[src/rtl/divisor_secuencial_pkg.sv]
// Shared state encoding and default operand width for the sequential divider.
package divisor_pkg;

  localparam int DIV_W_DEFAULT = 8;

  typedef enum logic [1:0] {
    IDLE = 2'd0,
    RUN  = 2'd1,
    DONE = 2'd2
  } div_state_e;

endpackage

[src/rtl/divisor_secuencial_if.sv]
// Request/result bundle of the sequential divider: operands and start in, status and results out.
interface divisor_secuencial_if
  import divisor_pkg::*;
#(
  parameter int N = DIV_W_DEFAULT
);

  logic         start;
  logic [N-1:0] A;
  logic [N-1:0] B;
  logic         busy;
  logic         done;
  logic [N-1:0] Q;
  logic [N-1:0] R;
  logic         div_zero;

  modport master (
    output start, A, B,
    input  busy, done, Q, R, div_zero
  );

  modport slave (
    input  start, A, B,
    output busy, done, Q, R, div_zero
  );

endinterface

[src/rtl/divisor_secuencial_paso.sv]
// One restoring-division step: shift the next dividend bit into the partial
// remainder and subtract the divisor when it fits.
module divisor_paso #(
  parameter int N = 8
) (
  input  logic [N-1:0] rem,
  input  logic         bit_in,
  input  logic [N-1:0] b,
  output logic [N-1:0] rem_nxt,
  output logic         q_bit
);

  logic [N:0] shifted;

  assign shifted = {rem, bit_in};
  assign q_bit   = (shifted >= {1'b0, b});

  // The true difference is always below b, so the low N bits of the
  // modular subtraction are exact; only the compare needs the extra bit.
  assign rem_nxt = q_bit ? (shifted[N-1:0] - b) : shifted[N-1:0];

endmodule

[src/rtl/divisor_secuencial.sv]
// Sequential restoring divider, one quotient bit per clock.
// Optional macro DIV_ZERO_DETECT_EN: a zero divisor skips the iteration and raises div_zero.
module divisor_secuencial
  import divisor_pkg::*;
#(
  parameter int N = DIV_W_DEFAULT
) (
  input  logic                 clk,
  input  logic                 rst,
  divisor_secuencial_if.slave  bus
);

  localparam int CW = $clog2(N) + 1;

  div_state_e   state;
  logic [CW-1:0] cnt;
  logic [N-1:0] dvd;
  logic [N-1:0] dvs;
  logic [N-1:0] rem;
  logic [N-1:0] q_sr;
  logic [N-1:0] q_out;
  logic [N-1:0] r_out;
  logic         done_r;
  logic [N-1:0] rem_nxt;
  logic         q_bit;
  logic         b_zero;

  divisor_paso #(.N(N)) u_paso (
    .rem     (rem),
    .bit_in  (dvd[N-1]),
    .b       (dvs),
    .rem_nxt (rem_nxt),
    .q_bit   (q_bit)
  );

`ifdef DIV_ZERO_DETECT_EN
  assign b_zero = (bus.B == '0);
`else
  assign b_zero = 1'b0;
`endif

  always_ff @(posedge clk or posedge rst) begin
    if (rst) begin
      state  <= IDLE;
      cnt    <= '0;
      dvd    <= '0;
      dvs    <= '0;
      rem    <= '0;
      q_sr   <= '0;
      q_out  <= '0;
      r_out  <= '0;
      done_r <= 1'b0;
    end else begin
      done_r <= 1'b0;
      case (state)
        IDLE: begin
          if (bus.start) begin
            dvd <= bus.A;
            dvs <= bus.B;
            cnt <= CW'(N - 1);
            if (b_zero) begin
              // Preload the natural divide-by-zero answer and skip iterating.
              q_sr  <= '1;
              rem   <= bus.A;
              state <= DONE;
            end else begin
              q_sr  <= '0;
              rem   <= '0;
              state <= RUN;
            end
          end
        end
        RUN: begin
          rem  <= rem_nxt;
          q_sr <= {q_sr[N-2:0], q_bit};
          dvd  <= {dvd[N-2:0], 1'b0};
          if (cnt == '0) begin
            state <= DONE;
          end else begin
            cnt <= cnt - 1'b1;
          end
        end
        DONE: begin
          q_out  <= q_sr;
          r_out  <= rem;
          done_r <= 1'b1;
          state  <= IDLE;
        end
        default: state <= IDLE;
      endcase
    end
  end

`ifdef DIV_ZERO_DETECT_EN
  logic dz_pend;
  logic dz_out;

  always_ff @(posedge clk or posedge rst) begin
    if (rst) begin
      dz_pend <= 1'b0;
      dz_out  <= 1'b0;
    end else begin
      if (state == IDLE && bus.start) begin
        dz_pend <= b_zero;
      end
      if (state == DONE) begin
        dz_out <= dz_pend;
      end
    end
  end

  assign bus.div_zero = dz_out;
`else
  assign bus.div_zero = 1'b0;
`endif

  assign bus.busy = (state == RUN);
  assign bus.done = done_r;
  assign bus.Q    = q_out;
  assign bus.R    = r_out;

endmodule

[src/flat_wrapper.sv]
// flat-port wrapper written by rule: the top's interface ports become plain ports
module divisor_secuencial_flat import divisor_pkg::*;
#(
  parameter int N = DIV_W_DEFAULT
)
  (clk, rst, bus_start, bus_A, bus_B, bus_busy, bus_done, bus_Q, bus_R, bus_div_zero);
  divisor_secuencial_if #(.N(N)) bus_i ();
  input  logic clk;
  input  logic rst;
  input wire logic [$bits(bus_i.start)-1:0] bus_start;
  input wire logic [$bits(bus_i.A)-1:0] bus_A;
  input wire logic [$bits(bus_i.B)-1:0] bus_B;
  output wire logic [$bits(bus_i.busy)-1:0] bus_busy;
  output wire logic [$bits(bus_i.done)-1:0] bus_done;
  output wire logic [$bits(bus_i.Q)-1:0] bus_Q;
  output wire logic [$bits(bus_i.R)-1:0] bus_R;
  output wire logic [$bits(bus_i.div_zero)-1:0] bus_div_zero;
  assign bus_i.start = bus_start;
  assign bus_i.A = bus_A;
  assign bus_i.B = bus_B;
  assign bus_busy = bus_i.busy;
  assign bus_done = bus_i.done;
  assign bus_Q = bus_i.Q;
  assign bus_R = bus_i.R;
  assign bus_div_zero = bus_i.div_zero;
  divisor_secuencial #(.N(N)) u_core (.clk(clk), .rst(rst), .bus(bus_i));
endmodule
[config.mk]
export PLATFORM = sky130hd
export DESIGN_NAME = divisor_secuencial_flat
export DESIGN_NICKNAME = d
export VERILOG_FILES = /design/src/rtl/divisor_secuencial_pkg.sv /design/src/rtl/divisor_secuencial_if.sv /design/src/rtl/divisor_secuencial_paso.sv /design/src/rtl/divisor_secuencial.sv /design/src/flat_wrapper.sv
export SDC_FILE = /design/constraint.sdc
export NUM_CORES = 1
export LEC_CHECK = 0
export ABC_CLOCK_PERIOD_IN_PS = 2900
export CELL_PAD_IN_SITES_DETAIL_PLACEMENT = 1
export CELL_PAD_IN_SITES_GLOBAL_PLACEMENT = 1
export CORE_MARGIN = 5
export CORE_UTILIZATION = 37
export DETAILED_ROUTE_END_ITERATION = 7
export GPL_ROUTABILITY_DRIVEN = 0
export PLACE_DENSITY_LB_ADDON = 0.1
export SKIP_LAST_GASP = 1
export SYNTH_ARGS = -nofsm -noshare
export SYNTH_HDL_FRONTEND = slang
export SYNTH_SLANG_ARGS = --single-unit
[constraint.sdc]
create_clock -name clk -period 2.9 [get_ports clk]
set_input_delay 0.435 -clock clk [delete_from_list [all_inputs] [get_ports clk]]
set_output_delay 0.435 -clock clk [all_outputs]
set_load 0.05 [all_outputs]
## Word level (Yosys, flattened, before mapping)

Cells that the tools add are included.

- Register bits after elaboration: 55
- Input port bits: 19
- Output and inout bits: 19

- Add/subtract/negate cells: 2
- Order comparisons: 1
- Eq/ne operators: 5
- Mux-type cells: 13
- Reduce and logical (&&, ||, !) cells: 7

Operators by type and width:

| operator | number |
|---|---|
| one-hot mux 8 bit (2 select lines) | 3 |
| 2-to-1 mux 8 bit | 3 |
| >= comparator 9 x 8 -> 1 bit | 1 |
| 2-to-1 mux 4 bit | 2 |
| one-hot mux 4 bit (2 select lines) | 1 |
| subtractor 8 bit | 1 |
| AND reduction 2 bit | 3 |
| zero test 4 bit | 1 |
| 2-to-1 mux 2 bit | 2 |
| != test 2 bit, second input constant | 2 |
| one-hot mux 2 bit (2 select lines) | 1 |
| subtractor 4 x 1 -> 4 bit, second input constant | 1 |
| AND reduction 3 bit | 1 |
| == test 2 x 1 -> 1 bit, second input constant | 1 |
| == test 2 bit, second input constant | 1 |
| zero test 2 bit | 1 |
| != test 2 x 1 -> 1 bit, second input constant | 1 |
| nonzero test 2 bit | 1 |
| 2-to-1 mux 1 bit | 1 |

## Logic depth before layout (Yosys ltp)

Gate-level depths: netlist of the first run.

- Word-level depth: 3
- Depth in mapped cells: 8
- Depth with buffers taken out: 8

## By module

A second synthesis of the first run with hierarchy kept.

- Cell total of the unflattened synthesis: 217
- Area, all modules: 2700.1 sq um

By module, submodules not included:

| module | instances | cells an instance | area each (sq um) |
|---|---|---|---|
| divisor_secuencial | 1 | 151 | 2160.8 |
| divisor_paso | 1 | 66 | 539.3 |

## Least setup slack after synthesis of the first run

No wires, ideal clock.

- Path kind: reg2reg
- From: register u_core.rem[0]
- To: register u_core.rem[3]
- Setup time: 126 ps
- Arrival time: 1897 ps
- Setup slack: 878 ps
- Stages on the path, launching flop included: 7
- Path buffers: 0
- Period minus slack after synthesis: 2022 ps
- Path through: dfrtp_1 -> ha_1 -> nor2b_4 -> o31a_4 -> o311ai_4 -> nand2_2 -> a221o_1

- Longest elaborated chain between the ends: 3
- Elaborated cells on any way between the ends: 4

Ends and longest elaborated chain:

| item | line | text |
|---|---|---|
| start: declaration | divisor_secuencial.sv:19 | `logic [N-1:0] rem;` |
| start signal: assignment | divisor_secuencial.sv:64 | `rem <= bus.A;` |
| start signal: assignment | divisor_secuencial.sv:74 | `rem <= rem_nxt;` |
| subtractor 8 bit / >= comparator 9 x 8 -> 1 bit (equally long branches) | divisor_secuencial_paso.sv:20, divisor_secuencial_paso.sv:16 |  |
| 2-to-1 mux 8 bit (*) | divisor_secuencial_paso.sv:20 | `assign rem_nxt = q_bit ? (shifted[N-1:0] - b) : shifted[N-1:0];` |
| one-hot mux 8 bit (2 select lines) (*) | divisor_secuencial.sv:55 | `case (state)` |

Mark *: on every way between the ends. The rest lies on a longest branch, timed or not.
A chain may end at the register's enable or synchronous reset.

## Worst setup path in the final report of the first run

Ends and elaborated chain as after synthesis.

==> results of run 1 <==
[stage by stage]
step | hold WS (ns) | power, uW | instance area, sq um | setup WS [ns] | cells
floorplan | 0.4497 | 3206 | 2754 | 0.8775 | 273
global placement | 0.4792 | 3866 | 3248 | 0.7622 | 400
detailed placement | 0.4782 | 3914 | 3248 | 0.7250 | 400
CTS | 0.5056 | 4399 | 3346 | 0.6765 | 408
global route | 0.5374 | 4732 | 3346 | 0.5674 | 408
finish | 0.4992 | 4340 | 3346 | 0.6790 | 408
[kinds of logic (layout without fill, tap and decap cells)]
kind of cell	Yosys count	count (layout)
compound gates	59	59
xor+xnor	2	2
simple gates	101	101
flops	55	55
buf+inv	29	65
fa+ha+maj	10	10
mux	16	16
other cells	1	1
[where the power goes]
part / internal (uW) / switching, uW / total, uW
combinational: 1030 / 1500 / 2540
clock: 180 / 277 / 456
sequential: 1110 / 235 / 1350
[routing by layer]
layer  track usage  part of all wire
met5             0                 0
met4       0.02133            0.0054
met3       0.02971             0.036
met2        0.2501              0.47
met1        0.2066              0.49
[cells in the final DEF (no fill, tap or decap), types with 4 or more instances in the layout]
cell type and n:
sky130_fd_sc_hd__o211ai_1 4, sky130_fd_sc_hd__nand4_1 5, sky130_fd_sc_hd__o21ai_0 17, sky130_fd_sc_hd__nor2b_1 4
sky130_fd_sc_hd__mux2_2 16, sky130_fd_sc_hd__nor3_1 6, sky130_fd_sc_hd__inv_1 14, sky130_fd_sc_hd__a31oi_1 7
sky130_fd_sc_hd__nor2_1 15, sky130_fd_sc_hd__clkbuf_8 5, sky130_fd_sc_hd__clkdlybuf4s50_1 35, sky130_fd_sc_hd__nand3_1 11
sky130_fd_sc_hd__a21oi_1 5, sky130_fd_sc_hd__ha_1 9, sky130_fd_sc_hd__nand2_1 44, sky130_fd_sc_hd__dfrtp_1 55
sky130_fd_sc_hd__buf_4 5
[layout make-up]
cell class | count | area, sq um | share of cell area
multi-input combinational | 189 | 1264 | 0.3777
sequential | 55 | 1376 | 0.4114
timing repair buffer | 42 | 427.9 | 0.1279
clock inverter | 3 | 28.78 | 0.008601
inverter | 15 | 56.30 | 0.01683
tap | 99 | 123.9 | 0.03702
clock buffer | 5 | 68.82 | 0.02057
[worst max-delay path, stage by stage, from the launching register on]
cell,delay (ns)
sky130_fd_sc_hd__dfrtp_1,0.43
sky130_fd_sc_hd__ha_1,0.33
sky130_fd_sc_hd__nor2b_4,0.14
sky130_fd_sc_hd__o31a_4,0.31
sky130_fd_sc_hd__o311ai_4,0.46
sky130_fd_sc_hd__nand2_2,0.10
sky130_fd_sc_hd__a221o_1,0.34
[flip-flops by register name (all words and copies together), names as in the netlist]
signal / flops
u_core.bus.Q: 8
u_core.bus.R: 8
u_core.bus.done: 1
u_core.cnt: 4
u_core.dvd: 8
u_core.dvs: 8
u_core.q_sr: 8
u_core.rem: 8
u_core.state: 2
[worst paths after layout]
path                                            from                           to  slack [ns]
max                        u_core.rem[0]$_DFFE_PP0P_    u_core.rem[3]$_DFFE_PP0P_        0.68
min                        u_core.dvd[6]$_DFFE_PP0P_    u_core.dvd[7]$_DFFE_PP0P_        0.50
max reg2reg                u_core.rem[0]$_DFFE_PP0P_    u_core.rem[3]$_DFFE_PP0P_        0.68
min reg2reg                u_core.dvd[6]$_DFFE_PP0P_    u_core.dvd[7]$_DFFE_PP0P_        0.50
max in group asynchronous                        rst  u_core.bus.R[1]$_DFFE_PP0P_        1.82
min in group asynchronous                        rst    u_core.dvs[4]$_DFFE_PP0P_        0.51
==> summary.md, run 1 <==
| Metric | Value |
|---|---|
| Sum of routed wire length over all layers | `roughly 6.5 mm` |
| FILL cells | `838` |
| Detail Placement HPWL | `~4.7 mm` |
| Clock tree from TritonCTS | `yes` |
| Post-DR wirelength/cell | `roughly 16 microns` |
| CP Launch Type | `flop` |
| Final worst path period need | `2.221 ns` |
| Total leakage power | `0.001476 uW` |
| Finish-stage setup viols | `0` |
| Number of enable-type register cells in the synthesized netlist | `0` |
| Cell area after synthesis | `approximately 2800 sq um` |
| Hold/Removal Path Class | `flop to flop` |
| Antenna violation net count after detailed routing | `0` |
| Share of Yosys cell area claimed by the top area cell type | `0.4998` |
| Width of the chip | `around 96 microns` |
| Classification of the worst setup path | `flop to flop` |
| Most area-consuming cells after synthesis | `sky130_fd_sc_hd__dfrtp_1 (50%), sky130_fd_sc_hd__mux2_2 (6.5%), sky130_fd_sc_hd__nand2_1 (6.0%)` |
| Share of synthesized cell area in full adder, half adder and majority cells | `0.04816` |
| Type of element capturing the critical path | `flop` |
| Diode count | `0` |
| Cts repair resizes | `0` |
| Net count after synthesis | `slightly above 300` |
| Avg Synthesized Cell Area | `10.09 sq um` |
| First-pass iteration count of the detailed router | `4` |
| Distinct cell type count after synthesis | `53` |
| Clk Latency, worst-skew pair | `just over 0.3 ns` |
| Synthesized instance count | `273` |
| Final hold vios | `0` |
| Final Slew Violations | `0` |
| Largest family of logic cells by synthesized area | `simple AND/OR/NAND/NOR gates` |
| Maximum number of pins on one net before global-route repair | `33` |
| Initial core utilization | `0.3797` |
| Data required, critical path | `3.10 ns` |
| Worst Reg2Reg Path Length in Cells | `6` |
| Final #Nets | `~340` |
| Status | `finished clean` |
| Power per cell area | `between 1000 and 1500 nW/um^2` |
| Vertical extent of the die | `approximately 96 microns` |
| Ranking of synthesized cells by instance count | `sky130_fd_sc_hd__dfrtp_1 (55), sky130_fd_sc_hd__nand2_1 (44), sky130_fd_sc_hd__o21ai_0 (17)` |
| Critical path data arrival time | `around 2.4 ns` |
| Number of H-tree branching levels | `2` |
| Total via count after detailed routing | `approximately 2100` |
| Share of final-layout standard cells stronger than drive strength 1 | `0.1327` |
| Number of warnings issued by yosys | `0` |
| Total clock sinks | `55` |
| Total of hold buffers inserted after clock tree synthesis | `0` |
| Most used DFF post-synth | `sky130_fd_sc_hd__dfrtp_1` |
| Proportion of synthesized chip area in sequential cells | `0.4998` |
| # Max-Cap Violations | `0` |
| Wire length of the first global-routing pass | `10.92 mm` |
| Layout overhead on the synthesized area | `21.49%` |
| Timing-limited maximum frequency | `roughly 450 MHz` |
| Die area | `9268 sq um` |
| Period Utilization, post-route | `0.7659` |
| Share of the synthesized area in compound gates (AO/OA/AOI/OAI) | `0.1604` |
| Pin slew with the least headroom to its limit | `~0.60 ns` |
| Buffer levels on the longest clock path | `2` |
| Number of DRC markers after the initial detailed-route iteration | `between 80 and 90` |
| Portion of netlist area occupied by mux cells | `0.06542` |
| Cts bufs inserted | `5` |
| Number of setup buffers added after CTS | `0` |
| Post-route clock skew | `0.006769 ns` |
| Post-synthesis cell type with the largest combined area | `sky130_fd_sc_hd__dfrtp_1` |
| Hold Path Depth | `2` |
| Root Driver | `sky130_fd_sc_hd__clkbuf_8` |
| Total of flip-flops plus latches after synthesis | `55` |
| Vias in the first global route | `between 2000 and 2500` |
| Setup repair after global routing missed its margin | `false` |
| Share of synthesized flip-flops with an asynchronous set or reset | `1.000` |
| Max-slew headroom at the worst pin | `0.5960` |
| Total GRT Usage | `0.1503` |
| Number of top-level pins | `38` |
| Clock-pin slew on the worst setup and hold paths | `0.10 ns` |
| Core region area | `7253 sq um` |
| Worst Path Max Fanout | `8` |
| Row Count | `31` |
| Most instantiated library cell after synthesis | `sky130_fd_sc_hd__dfrtp_1` |
| Overflow left after global routing | `0` |
| Setup TNS Final | `0 ns` |
| Residual DRC | `0` |
| Number of input and output port buffers inserted | `36` |
| Area share of and/or/nand/nor cells after synthesis | `0.1772` |
| Maximum VDD drop | `0.0004237 V` |
| Xor/xnor cell area share of the yosys netlist | `0.006361` |
| Antenna violations before repair | `0` |
| Util after Layout | `0.4613` |
| Via count normalized by instance count | `5.179` |
No activity file was read; power rests on OpenSTA's default activity.
==> run 2: changes to the inputs <==
ABC_CLOCK_PERIOD_IN_PS = 2250   (was 2900)
clock period = 2.25 ns   (was 2.9 ns; I/O delays follow)
==> run 2 against run 1 <==
First-iteration DRC count decreased by 3.6%; clock skew is 0.0077 ns higher; die area is the same; utilization increased by 0.47 points; clock power is 27% higher; critical path type unchanged; register-to-register slack worse by 0.59 ns; largest power group unchanged; via count grew 2.8%; clock-buffer cell count did not move; setup slack worse by 0.59 ns.
==> summary.md, run 2 (synthesis gave the netlist of run 1 again) <==
| Metric | Value |
|---|---|
| Post-route clock skew | `approximately 0.014 ns` |
| Final worst path period need | `approximately 2.2 ns` |
| Final hold vios | `0` |
| Antenna violations before repair | `0` |
| Clock-pin slew on the worst setup and hold paths | `about 0.12 ns` |
| Clk Latency, worst-skew pair | `0.31 ns` |
| Switching power share of the total | `0.4606` |
| Worst path slowest cell | `sky130_fd_sc_hd__o311a_2` |
| Via count normalized by instance count | `between 5 and 6` |
| CP Launch Type | `flop` |
| Pin slew with the least headroom to its limit | `a little over 0.5 ns` |
| Final Slew Violations | `0` |
| Maximum number of pins on one net before global-route repair | `26` |
| Maximum VDD drop | `about 0.00063 V` |
| Total of hold buffers inserted after clock tree synthesis | `0` |
| Vertical extent of the die | `roughly 96 microns` |
| Total clock sinks | `55` |
| Sum of routed wire length over all layers | `6.501 mm` |
| Number of H-tree branching levels | `2` |
| Buffer levels on the longest clock path | `2` |
| Root Driver | `sky130_fd_sc_hd__clkbuf_8` |
| Commonest non-fill, non-tap cell in the layout | `sky130_fd_sc_hd__dfrtp_1` |
| Total via count after detailed routing | `2172` |
| Part of the power in combinational logic | `0.590` |
| Number of DRC markers after the initial detailed-route iteration | `81` |
| Total internal power | `3048 uW` |
| Flop pwr share | `0.308` |
| Type of element capturing the critical path | `flop` |
| Overflow left after global routing | `0` |
| Residual DRC | `0` |
| Width of the chip | `between 90 and 100 microns` |
| Max-slew headroom at the worst pin | `0.6611` |
| Hold/Removal Path Class | `input pin to asynchronous set/reset pin` |
| Combined buffer and inverter count along the critical path | `0` |
| Period Utilization, post-route | `0.9586` |
| Status | `finished clean` |
| Row Count | `31` |
| Core region area | `slightly above 7000 sq um` |
| Detail Placement HPWL | `~5 mm` |
| Total leakage power | `0.001494 uW` |
| Delay-heaviest family, CP | `compound AO/OA/AOI/OAI gates` |
| Diode count | `0` |
| Sequence of cells on the critical path | `ha_1 > nor2b_4 > o31a_4 > o311a_2 > o21ai_0 > o311ai_0` |
| Total GRT Usage | `0.1535` |
| Layout overhead on the synthesized area | `22.72%` |
| Wire length of the first global-routing pass | `between 10 and 15 mm` |
| Vias in the first global route | `2292` |
| Number of setup buffers added after CTS | `0` |
| Classification of the worst setup path | `flop to flop` |
| Share of total power in the clock network | `0.103` |
| Critical path data arrival time | `2.33 ns` |
| Finish-stage setup viols | `0` |
| Most frequent cells in the layout | `sky130_fd_sc_hd__dfrtp_1 (55), sky130_fd_sc_hd__nand2_1 (44), sky130_fd_sc_hd__clkdlybuf4s50_1 (35)` |
| FILL cells | `847` |
| Timing-limited maximum frequency | `463.7 MHz` |
| Setup repair after global routing missed its margin | `false` |
| Die area | `between 9000 and 10000 sq um` |
| Final #Nets | `about 340` |
| Share of final-layout standard cells stronger than drive strength 1 | `0.1465` |
| Number of top-level pins | `38` |
| Util after Layout | `0.4659` |
| Number of input and output port buffers inserted | `36` |
| Post-DR wirelength/cell | `15.74 microns` |
| Initial core utilization | `0.3797` |
| Clock tree from TritonCTS | `yes` |
| Antenna violation net count after detailed routing | `0` |
| Net switching power | `approximately 2600 uW` |
| Cts repair resizes | `0` |
| Worst Path Max Fanout | `8` |
| # Max-Cap Violations | `0` |
| Longest individual stage delay on the worst path | `0.47 ns` |
| Setup TNS Final | `0 ns` |
| Cts bufs inserted | `5` |
| Power per cell area | `approximately 1700 nW/um^2` |
| Data required, critical path | `~2.4 ns` |
| First-pass iteration count of the detailed router | `4` |
-- run 2: cell count changes in the layout (fill, tap and decap cells not counted) --
cell | previous run | this run
sky130_fd_sc_hd__buf_4 | 5 | 10
sky130_fd_sc_hd__clkinv_4 | 2 | 0
sky130_fd_sc_hd__inv_6 | 0 | 2
sky130_fd_sc_hd__clkinvlp_4 | 0 | 1
sky130_fd_sc_hd__inv_8 | 1 | 0
-- run 2: worst reg2reg max path: stages, from the launching register on --
cell	delay (ns)
sky130_fd_sc_hd__dfrtp_1	0.44
sky130_fd_sc_hd__ha_1	0.33
sky130_fd_sc_hd__nor2b_4	0.15
sky130_fd_sc_hd__o31a_4	0.32
sky130_fd_sc_hd__o311a_2	0.47
sky130_fd_sc_hd__o21ai_0	0.16
sky130_fd_sc_hd__o311ai_0	0.15
-- run 2: layer usage --
layer / wire [microns] / GRT usage / part of all wire / up-vias
met5: 0 / 0 / 0 / -
met4: 74 / 0.03791 / 0.011 / 0
met3: 257 / 0.03049 / 0.040 / 5
met2: 3094 / 0.2484 / 0.48 / 41
met1: 3074 / 0.2106 / 0.47 / 1083
li1: - / - / - / 1043
-- run 2: path summary, 6_finish.rpt --
kind / startpoint / endpoint / slack (ns) / cells after the start
setup / recovery: u_core.rem[0]$_DFFE_PP0P_ / u_core.rem[0]$_DFFE_PP0P_ / 0.09 / 6
hold / removal: rst / u_core.q_sr[6]$_DFFE_PP0P_ / 0.32 / 2
setup reg to reg: u_core.rem[0]$_DFFE_PP0P_ / u_core.rem[0]$_DFFE_PP0P_ / 0.09 / 6
hold reg to reg: u_core.dvs[0]$_DFFE_PP0P_ / u_core.dvs[0]$_DFFE_PP0P_ / 0.51 / 2
max in group asynchronous: rst / u_core.rem[1]$_DFFE_PP0P_ / 1.36 / 3
min in group clk: u_core.dvs[0]$_DFFE_PP0P_ / u_core.dvs[0]$_DFFE_PP0P_ / 0.51 / 2
-- run 2: cell type report --
cell class / count / area [sq um] / area share
clock inverters: 3 / 25.02 / 0.007405
flip-flops and latches: 55 / 1376 / 0.4073
well taps: 99 / 123.9 / 0.03665
inverters: 15 / 56.30 / 0.01666
clock buffers: 5 / 68.82 / 0.02036
multi-input cells: 189 / 1264 / 0.3739
repair buffers: 47 / 465.4 / 0.1377
-- run 2: power by group through the flow --
stage               Sequential (uW)  Combinational [uW]  Clock, uW
finish                         1740                3330        580
global route                   1800                3690        634
CTS                            1750                3370        598
detailed placement             1770                3350          0
global placement               1750                3290          0
floorplan                      2030                2110          0
-- run 2: metrics by stage --
step | cell area [sq um] | worst slack, ns | hold WS [ns] | power [uW] | std cells
3_5_place_dp | 3286 | 0.1299 | 0.4833 | 5123 | 405
5_1_grt | 3379 | 0.004135 | 0.3458 | 6126 | 413
4_1_cts | 3379 | 0.09764 | 0.3285 | 5715 | 413
2_1_floorplan | 2754 | 0.2275 | 0.4429 | 4132 | 273
3_3_place_gp | 3286 | 0.1396 | 0.4663 | 5036 | 405
6_report | 3379 | 0.09321 | 0.3204 | 5651 | 413
==> edit (settings of run 2) <==
`DIV_W_DEFAULT`: 8 -> 4.
--- a/src/rtl/divisor_secuencial_pkg.sv
+++ b/src/rtl/divisor_secuencial_pkg.sv
@@ -1,7 +1,7 @@
 // Shared state encoding and default operand width for the sequential divider.
 package divisor_pkg;
 
-  localparam int DIV_W_DEFAULT = 8;
+  localparam int DIV_W_DEFAULT = 4;
 
   typedef enum logic [1:0] {
     IDLE = 2'd0,
Interface: changed (resized bus_A, bus_B, bus_Q and bus_R); port bits go from 38 to 22. No check against the original RTL was run, so the function may have changed too.
==> edit against run 2 <==
  * Via count decreased by 54%
  * Total power decreased by 45%
  * Clock skew decreased by 0.0092 ns
  * Critical path type is now register to output port
  * Wire length decreased by 56%
  * Worst setup slack improved by 0.38 ns
  * Largest power group unchanged
  * Sequential power decreased by 48%
  * Sequential cell count decreased by 25
  * Synthesized area decreased by 47%
  * Largest cell class unchanged
  * Final area decreased by 45%
==> edit: results <==
[routing]
viasPerCell = 4.97
dr_wl_met3_um = 167
post_drt_wl_per_cell_um = 14.1
wl_met2_um = 1390

[critical_path]
slowest_delay_ns = 0.80
crit_family = buffers and inverters
cp.arrival_ns = 1.43
timing.rr.start = u_core.rem[1]
startpoint = u_core.bus.Q[0]
crit_path_max_fanout = 2

[timing]
worst_pin_slew_ns = 0.497
skew_ns = 0.00524
whs_ns = 0.435
period_needed_ns = 1.77

[outcome]
run_status = finished clean

[placed_design]
hpwlAfterDp_um = 2190
post_dp_cell_area_um2 = 1720
place_ws_ns = 0.480
dp.cells = 194

[logic_synthesis]
syn_inst = 127
synth.distinct_cells = 35
synth_area_leaders = dfrtp_1, mux2_2, ha_1
ys_seq_area_share_pct = 51.5

[global_routing]
use_met3_pct = 5.79
grt_pass1_wl_um = 5040
grtUsageMet1_pct = 15.6

[final_layout]
stdcell_count = 202
drive_gt1_share_pct = 19.5

[pwr]
p_leak_nw = 0.852

[clock_network]
cts.clk_slew.worst_paths_ns = 0.06
==> edit: cell count changes after synthesis, moves of 8 or more <==
cell      change
clkbuf_1     -11
dfrtp_1      -25
mux2_2        -8
nand2_1      -29
nand3_1      -10
nor2_1       -11
==> edit: cell type report <==
cell class	count	area [um^2]	area share, %
Clock buffer	6	82.6	4.44
Clock inverter	2	60.1	3.23
Inverter	10	40.0	2.15
Multi-Input combinational cell	83	646	34.7
Sequential cell	30	751	40.4
Tap cell	48	60.1	3.23
Timing Repair Buffer	23	220	11.8
==> edit: where the power goes <==
group | switching, W | internal (W)
clock | 0.000197 | 0.000472
combinational | 0.000880 | 0.000648
sequential | 0.000147 | 0.000763
==> edit: cell families after synthesis <==
group	count (synthesis)	synth area share [%]
and+or+nand+nor	33	13.0
AOI/OAI and AO/OA	29	15.0
other	1	0.257
muxes	12	8.92
adders and majority gates	7	6.52
buffers and inverters	14	4.29
DFF	30	51.5
xor gates and xnor gates	1	0.600
